<file path="src/rtl/fetch_ctrl.sv">
// fetch_ctrl: instruction fetch sequencer for a small ROM-based processor.
// Walks the program counter through the instruction ROM, follows taken
// branches, stops on the halt encoding and reports run/done status.
// Optional cycle counter: define FETCH_CTRL_CYCLE_CNT_EN to build it;
// without it CycleCount is tied to zero.
module fetch_ctrl #(
  parameter int unsigned       PC_W    = 10,
  parameter int unsigned       INST_W  = 9,
  parameter logic [INST_W-1:0] HALT_OP = 9'b111_111_111
) (
  input  logic              Clk,
  input  logic              Reset,
  input  logic              Start,
  input  logic              Stall,
  input  logic              JmpEq,
  input  logic              JmpNe,
  input  logic              Zero,
  input  logic [PC_W-1:0]   DestAddr,
  input  logic [INST_W-1:0] InstIn,
  output logic [PC_W-1:0]   ProgCtr,
  output logic              InstValid,
  output logic              Busy,
  output logic              Done,
  output logic [15:0]       CycleCount
);

  typedef enum logic [1:0] {
    StIdle = 2'd0,
    StRun  = 2'd1,
    StDone = 2'd2
  } fetchState_t;

  fetchState_t     state_q, state_d;
  logic [PC_W-1:0] pc_q, pc_d;
  logic            done_q, done_d;

  logic isHalt;
  logic branchTaken;
  logic startRun;

  // Decode of the current instruction word and branch condition.
  always_comb begin
    isHalt      = (InstIn == HALT_OP);
    branchTaken = (JmpEq & Zero) | (JmpNe & ~Zero);
    startRun    = Start & (state_q != StRun);
  end

  // Next-state logic: halt outranks branches, stall freezes everything but
  // the cycle counter, and a (re)start always begins at address zero.
  always_comb begin
    state_d = state_q;
    pc_d    = pc_q;
    done_d  = done_q;
    unique case (state_q)
      StIdle: begin
        if (Start) begin
          state_d = StRun;
          pc_d    = '0;
          done_d  = 1'b0;
        end
      end
      StRun: begin
        if (!Stall) begin
          if (isHalt) begin
            state_d = StDone;
            done_d  = 1'b1;
          end else if (branchTaken) begin
            pc_d = DestAddr;
          end else begin
            pc_d = pc_q + PC_W'(1);
          end
        end
      end
      StDone: begin
        if (Start) begin
          state_d = StRun;
          pc_d    = '0;
          done_d  = 1'b0;
        end
      end
      default: begin
        state_d = StIdle;
        pc_d    = '0;
        done_d  = 1'b0;
      end
    endcase
  end

  // State, program counter and done flag registers.
  always_ff @(posedge Clk or posedge Reset) begin
    if (Reset) begin
      state_q <= StIdle;
      pc_q    <= '0;
      done_q  <= 1'b0;
    end else begin
      state_q <= state_d;
      pc_q    <= pc_d;
      done_q  <= done_d;
    end
  end

`ifdef FETCH_CTRL_CYCLE_CNT_EN
  logic [15:0] cycleCnt_q, cycleCnt_d;

  // Counts every edge spent in RUN, stalled or not; cleared on each start.
  always_comb begin
    cycleCnt_d = cycleCnt_q;
    if (startRun) begin
      cycleCnt_d = '0;
    end else if (state_q == StRun && cycleCnt_q != 16'hFFFF) begin
      cycleCnt_d = cycleCnt_q + 16'd1;
    end
  end

  // Cycle counter register.
  always_ff @(posedge Clk or posedge Reset) begin
    if (Reset) begin
      cycleCnt_q <= '0;
    end else begin
      cycleCnt_q <= cycleCnt_d;
    end
  end

  assign CycleCount = cycleCnt_q;
`else
  assign CycleCount = 16'd0;
`endif

  // Status outputs: run indicators follow the state directly.
  always_comb begin
    ProgCtr   = pc_q;
    Done      = done_q;
    Busy      = (state_q == StRun);
    InstValid = (state_q == StRun);
  end

endmodule
</file>
<file path="config.mk">
export PLATFORM = sky130hd
export DESIGN_NAME = fetch_ctrl
export DESIGN_NICKNAME = d
export VERILOG_FILES = /design/src/rtl/fetch_ctrl.sv
export SDC_FILE = /design/constraint.sdc
export NUM_CORES = 1
export LEC_CHECK = 0
export ABC_AREA = 1
export BUFFER_PORTS_ARGS = -buffer_cell sky130_fd_sc_hd__buf_4
export CORE_MARGIN = 1.5
export CORE_UTILIZATION = 45
export CTS_CLUSTER_SIZE = 40
export DETAILED_ROUTE_END_ITERATION = 8
export PLACE_DENSITY = 0.77
export SYNTH_ARGS = -nofsm -noshare
export SYNTH_HDL_FRONTEND = slang
export SYNTH_SLANG_ARGS = --single-unit
export TNS_END_PERCENT = 20
</file>
<file path="constraint.sdc">
create_clock -name Clk -period 1.46 [get_ports Clk]
set_input_delay 0.292 -clock Clk [delete_from_list [all_inputs] [get_ports Clk]]
set_output_delay 0.292 -clock Clk [all_outputs]
set_load 0.02 [all_outputs]
</file>
==> Word-level counts from Yosys, hierarchy flattened <==
Index checks and enable logic that the tools add are counted.
W data, S select, Z words.
{ "classes": {"n_reduce_logical": 4, "muxes": 13, "bitwise_logic": 4, "eq_ne": 7, "n_addsub": 1} }
{ "ops": {"columns": ["operator", "n"], "rows": [
  ["$mux W10", 4],
  ["$pmux W10 S2", 1],
  ["$add A10 B1 Y10 const B", 1],
  ["$eq A9 B9 Y1 const B", 1],
  ["$mux W2", 3],
  ["$reduce_and A3 Y1", 2],
  ["$ne A2 B1 Y1 const B", 2],
  ["$ne A2 B2 Y1 const B", 2],
  ["$pmux W2 S2", 1],
  ["$mux W1", 3],
  ["$and A1 B1 Y1", 2],
  ["$eq A2 B1 Y1 const B", 1],
  ["$eq A2 B2 Y1 const B", 1],
  ["$logic_not A2 Y1", 1],
  ["$pmux W1 S2", 1],
  ["$reduce_or A2 Y1", 1],
  ["$not A1 Y1", 1],
  ["$or A1 B1 Y1", 1]
]} }
{ "word_totals": {"output_inout_bits": 29, "word_cells": 32, "ff_bits": 13} }

==> Longest topological paths before layout <==
Gate-level depths: netlist of run 1.
{ "depth": {"word_depth": 7, "mapped_depth": 8, "ltp_nobuf": 8} }

==> Least setup slack after synthesis of run 1 <==
Ideal clock, no wire load.
{ "synth_timing": {"kind": "reg2reg", "startpoint": "register pc_q[0] (netlist: ProgCtr[0])", "endpoint": "register pc_q[8] (netlist: ProgCtr[8])", "arrival_ns": 1.256, "t_required_ns": 1.343, "slack_ns": 0.088, "n_path_buf": 0, "synth_period_minus_slack_ns": 1.372, "setup_time_ns": 0.117, "stages_incl_launch_ff": 9, "cell_sequence": "dfrtp_1 > ha_1 > nand2_1 > nor2_2 > nand3_1 > nand2_1 > nand3_1 > nand2_1 > nand2_1"} }
{ "synth_via": {"elab_chain_len": 5} }
{ "synth_lines": {"columns": ["item", "line", "source"], "rows": [
  ["start: declaration", "34", "logic [PC_W-1:0] pc_q, pc_d;"],
  ["start signal: assignment", "97", "pc_q <= pc_d;"],
  ["$add A10 B1 Y10", "70", "pc_d = pc_q + PC_W'(1);"],
  ["$mux W10", "67", "end else if (branchTaken) begin"],
  ["$mux W10", "64", "if (isHalt) begin"],
  ["$mux W10", "63", "if (!Stall) begin"],
  ["$pmux W10 S2", "54", "unique case (state_q)"]
]} }
Every way passes these cells. The select of a mux whose other input is x is not followed.
A chain may end at the register's enable or synchronous reset.

==> Worst setup path after layout of run 1 <==
{ "layout_timing": {"startpoint": "register state_q[0]", "endpoint": "output port InstValid"} }
{ "layout_via": {"elab_chain_len": 1} }
{ "layout_lines": {"columns": ["item", "line", "source"], "rows": [
  ["start: declaration", "33", "fetchState_t state_q, state_d;"],
  ["start signal: assignment", "92", "state_q <= StIdle;"],
  ["start signal: assignment", "96", "state_q <= state_d;"],
  ["$eq A2 B1 Y1", "134", "InstValid = (state_q == StRun);"],
  ["end: declaration", "21", "output logic InstValid,"]
]} }
Every way passes these cells.

==> flow_summary.ini, run 1 <==
[logic_synthesis]
synth_area_per_cell_sq_um = 6.39
post_synth_and_or_nand_nor_area_fraction_pct = 41.2
synth_xor_area_share_pct = 0
synth-warning-count = 0
synth_compound_gate_area_share_pct = 5.76
syn_area_sq_um = 1040
synth_seq_area_share_pct = 28.8
synth_top_family_by_area = simple AND/OR/NAND/NOR gates
netlist_instances = 163
synth.top_cells.by_area = dfrtp_1 (29%), nand2_1 (22%), buf_4 (12%)
yosys.area.top_type_share_pct = 28.8
synth_largest_area_cell = dfrtp_1
yosys-mux-area-fraction_pct = 0
synth-seq-cells = 12
netlist-cell-type-count = 22
synth_fa_ha_area_share_pct = 1.20

[placed_design]
dpl-instance-area_sq_um = 1280
finalWeightedCongestion = 0.804
post-dp-hpwl_um = 1870
port_buffers = 38

[global_routing]
global_route.usage.total_pct = 19.9
antenna_found_initial = 0
grt_pass1_vias = 944
grt_start_max_net_pins = 14
global_route_wire_length_before_repair_um = 3880
globalRouteOverflowTotal = 0

[timing]
final.hold.worst_slack_ns = 0.0165
final_min_period_over_clock_period_pct = 96.1
totalNegativeSetupSlack_ns = 0
rsz_0062_raised_after_global_routing = false
final-hold-violation-count = 0
final-max-slew-violation-count = 0
fmaxAchievable_mhz = 712
fin_skew_ns = 0.00249
period_needed_ns = 1.40
final-setup-viol-count = 0

[clock_network]
post_cts.repair.setup_buffers = 0
postCtsResizedCells = 0
clk_transition_reported_paths_ns = 0.08
ctsLongestPathBuffers = 2
cts_buffers = 3
clk_latency_ns = 0.28
hold_buf_count_cts = 0
cts.root.buffer_cell = clkbuf_4
tritoncts_clock_tree = done
h_tree_depth_reported_by_cts = 1
cts_sinks = 12

[route]
routed_via_density = 4.67
firstDrtPassIters = 4
drt-total-wl_um = 2330
detail_route.iter0.violations = 12
detailroute.via_count = 1075
route.antenna.remaining_nets = 0
drc = 0
routed_wire_length_per_instance_um = 10.1

[power_and_ir_drop]
int_pwr_w = 0.00107
power.sequential.fraction_pct = 31.8
part_of_the_total_power_dissipated_in_the_clock_network_pct = 13.2
power.density_nw_per_um2 = 1580
power.share.switching_pct = 49.1
vdd.ir_drop.worst_mv = 0.945
leakage_nw = 0.758
switchingPower_w = 0.00103
fin_total_pwr_w = 0.00210
comb_power_share_pct = 55.0

[finish]
mostFrequentLayoutCell = nand2_1
layout.cells.most_common_list = nand2_1 (60), buf_4 (39), inv_1 (20)
layout-drive-gt1-share_pct = 28.7
layout.nets = 230
final_design_area_no_fill_sq_um = 1330
flow.area_growth_from_synthesis_pct = 27.4
antenna_cells_inserted = 0
layout.filler_cells = 219

[die]
floorplan.io_pins = 55
initial_core_util_pct = 47.6
die_h_um = 51.1
design.core.area_sq_um = 2190
rows = 17
fp.dieArea_sq_um = 2610
die_width_um = 51.1

[min_path]
hp-class = primary input to asynchronous set/reset pin

[outcome]
run_status = finished, final reports clean

[critical_path]
worstSetupEndpointType = primary output
timing.critical_path.slowest_cell_delay_ns = 0.39
critical_path_class = flop to primary output
crit_chain = inv_2 -> nor2_4 -> buf_4
timing.critical_path.required_ns = 1.17
crit_buf_inv = 2
cpMaxStageDelayCell = dfrtp_1
worst-endpoint-arrival_ns = 1.11
critical_path.startpoint_type = flop
path_max_fanout = 7
crit_family = flip-flops

[run]
max_cap_violations = 0
-- final timing paths --
path,startpoint,to,slack (ns),cells after the start
max in group asynchronous,Reset,ProgCtr[1],1.10,2
max,state_q[0],InstValid,0.06,3
min,Reset,state_q[0],0.02,2
min reg2reg,state_q[0],state_q[0],0.54,1
max reg2reg,ProgCtr[0],ProgCtr[8],0.13,8
min in group Clk,DestAddr[3],ProgCtr[3],0.30,5
-- metal layers --
layer  routed length, um  global-route usage, %  up-vias
met3                 138                   1.75        4
li1                    -                      -      548
met2                1200                   35.1       48
met4                  50                   12.2        0
met1                 944                   23.2      475
met5                   0                      0        -
-- layout make-up --
type / count / area, sq um / share of cell area (%)
Clock buffer: 4 / 36.3 / 2.73
Sequential cell: 12 / 303 / 22.8
Timing Repair Buffer: 39 / 293 / 22.1
Inverter: 23 / 86.3 / 6.50
Tap cell: 28 / 35.0 / 2.64
Multi-Input combinational cell: 124 / 574 / 43.3
-- synth_stat cells --
cell,n
nor2_1,14
inv_1,20
ha_1,1
o21a_1,1
nand4_1,3
o211ai_1,1
o21ai_1,1
nand2_1,60
o21bai_1,1
nand3_1,14
o21ai_2,2
o21ai_0,3
nor2_2,2
nand2_2,1
nor2_4,1
buf_6,2
buf_4,17
inv_2,3
nand4_2,1
nand3_2,2
conb_1,1
dfrtp_1,12
-- power by group through the flow --
stage	logic (W)	registers [W]	clock network (W)
6_report	0.00116	0.000669	0.000277
3_3_place_gp	0.00112	0.000646	0
2_1_floorplan	0.000695	0.000757	0
3_5_place_dp	0.00115	0.000657	0
5_1_grt	0.00129	0.000694	0.000290
4_1_cts	0.00116	0.000652	0.000277
-- registers in the layout (all words and copies together) (netlist names) --
register,cells
ProgCtr,10
state_q,2
-- cells by family after synthesis --
kind of cell    Yosys count
compound gates            9
fa+ha+maj                 1
buf+inv                  42
flops                    12
other cells               1
simple gates             98
-- through the flow --
stage	setup slack, ns	std cells	util (%)
after floorplan	0.0878	178	-
final	0.0564	230	60.6
after CTS	0.0333	230	59.9
after detailed placement	0.0806	226	58.3
after global placement	0.183	226	58.3
after global routing	0.00690	230	60.6
Note: power is estimated with default switching activity, not from simulation.
==> run 2: changes to the inputs <==
--- a/config.mk
+++ b/config.mk
@@ -6,12 +6,12 @@
 export NUM_CORES = 1
 export LEC_CHECK = 0
 export ABC_AREA = 1
-export BUFFER_PORTS_ARGS = -buffer_cell sky130_fd_sc_hd__buf_4
 export CORE_MARGIN = 1.5
-export CORE_UTILIZATION = 45
+export CORE_UTILIZATION = 35
 export CTS_CLUSTER_SIZE = 40
 export DETAILED_ROUTE_END_ITERATION = 8
-export PLACE_DENSITY = 0.77
+export DONT_BUFFER_PORTS = 1
+export PLACE_DENSITY = 0.46
 export SYNTH_ARGS = -nofsm -noshare
 export SYNTH_HDL_FRONTEND = slang
 export SYNTH_SLANG_ARGS = --single-unit
==> flow_summary.ini, run 2 (synthesized netlist as in run 1, its figures left out) <==
[outcome]
run_status = finished, final reports clean

[die]
die_width_um = 57.6
rows = 19
design.core.area_sq_um = 2780
die_h_um = 57.6
fp.dieArea_sq_um = 3310
initial_core_util_pct = 37.5
floorplan.io_pins = 55

[timing]
final-max-slew-violation-count = 0
fmaxAchievable_mhz = 739
totalNegativeSetupSlack_ns = 0
final_min_period_over_clock_period_pct = 92.6
fin_skew_ns = 0.00304
finalWorstSetupSlack_ns = 0.108
final-hold-violation-count = 0
rsz_0062_raised_after_global_routing = false
period_needed_ns = 1.35
final-setup-viol-count = 0
final.hold.worst_slack_ns = 0.221

[global_routing]
antenna_found_initial = 0
grt_start_max_net_pins = 14
global_route_wire_length_before_repair_um = 3590
grt_pass1_vias = 840
globalRouteOverflowTotal = 0
global_route.usage.total_pct = 14.0

[route]
route.antenna.remaining_nets = 0
detail_route.iter0.violations = 15
routed_wire_length_per_instance_um = 10.4
drt-total-wl_um = 2180
firstDrtPassIters = 4
routed_via_density = 4.56
drc = 0
detailroute.via_count = 953

[power_and_ir_drop]
vdd.ir_drop.worst_mv = 0.819
leakage_nw = 0.644
power.density_nw_per_um2 = 1780

[critical_path]
reg2reg_setup_slack_ns = 0.17
startpoint_of_the_most_critical_setup_path = state_q[0]
crit_buf_inv = 2
r2r_start = ProgCtr[1]
critical_path.startpoint_type = flop
crit_path_end = InstValid
crit_family = flip-flops
timing.critical_path.slowest_cell_delay_ns = 0.39
critical_path_class = flop to primary output
worst_r2r_endpoint = ProgCtr[8]
path_max_fanout = 5
crit_chain = inv_2 -> nor2_4 -> buf_4
r2r.worst_path.cells = 8
worst-path-stages = 3
worst-endpoint-arrival_ns = 1.06
worstSetupEndpointType = primary output
cpMaxStageDelayCell = dfrtp_1
timing.critical_path.required_ns = 1.17

[finish]
layout.cells.most_common_list = nand2_1 (60), inv_1 (20), conb_1 (16)
layout.nets = 206
mostFrequentLayoutCell = nand2_1
flow.area_growth_from_synthesis_pct = 9.48
layout-drive-gt1-share_pct = 17.4
largest_register_ffs = 10
finish.cell_count_without_fillers = 209
antenna_cells_inserted = 0
utilization_pct = 41.0

[clock_network]
clk_latency_ns = 0.28
cts.root.buffer_cell = clkbuf_4
h_tree_depth_reported_by_cts = 1
cts_buffers = 3
cts_sinks = 12
clk_transition_reported_paths_ns = 0.09
tritoncts_clock_tree = done
ctsLongestPathBuffers = 2

[run]
max_cap_violations = 0

[placed_design]
post-dp-hpwl_um = 1740
preCtsSetupSlack_ns = 0.155
finalWeightedCongestion = 0.775
port_buffers = 0
placed_cells_incl_taps = 203

[min_path]
hp-class = primary input to flop
==> run 2: worst min-delay path by stage <==
stage,end,slack (ns),startpoint,cells past startpoint
after floorplan,ProgCtr[0],0.16,Reset,1
after global placement,state_q[0],0.24,Reset,1
after detailed placement,ProgCtr[9],0.24,Reset,1
after CTS,state_q[0],0.22,Stall,2
after global routing,ProgCtr[4],0.24,DestAddr[4],4
final,ProgCtr[3],0.22,DestAddr[3],4
==> run 2: cell type report <==
cell class	instances	area, sq um
clock buffer	4	36.3
fill	326	1640
inverter	23	86.3
multi-input combinational	124	564
sequential	12	300
tap	31	38.8
timing repair buffer	15	115
==> run 2: repair_timing <==
item,4_1_cts,5_1_grt
setup buffers,0,1
hold buffers,1,0
endpoints found under the hold margin,12,0
gates resized for setup,0,1
setup endpoints to repair,0,2
==> run 2: power breakdown <==
group	switching (W)	internal [W]	total (W)	leakage (nW)
logic	0.000708	0.000415	0.00112	0.468
clock network	0.000127	0.000152	0.000278	0.0210
registers	0.000163	0.000462	0.000625	0.155
==> run 2: per-layer routing <==
layer	up-vias	track usage, %	wire, um
li1	498	-	-
met1	424	18.0	1000
met2	31	22.6	1040
met3	0	3.17	137
met4	0	5.98	0
met5	-	0	0
==> run 2: worst min-delay path, stage by stage <==
cell and delay [ns]:
nand2_1 0.03, nand2_1 0.05, nand2_1 0.05, nand2_1 0.04
==> run 2: through the flow <==
stage / power, W / area (sq um)
after CTS: 0.00203 / 1130
after detailed placement: 0.00175 / 1080
final: 0.00203 / 1140
after global routing: 0.00222 / 1140
after floorplan: 0.00145 / 1100
after global placement: 0.00174 / 1080
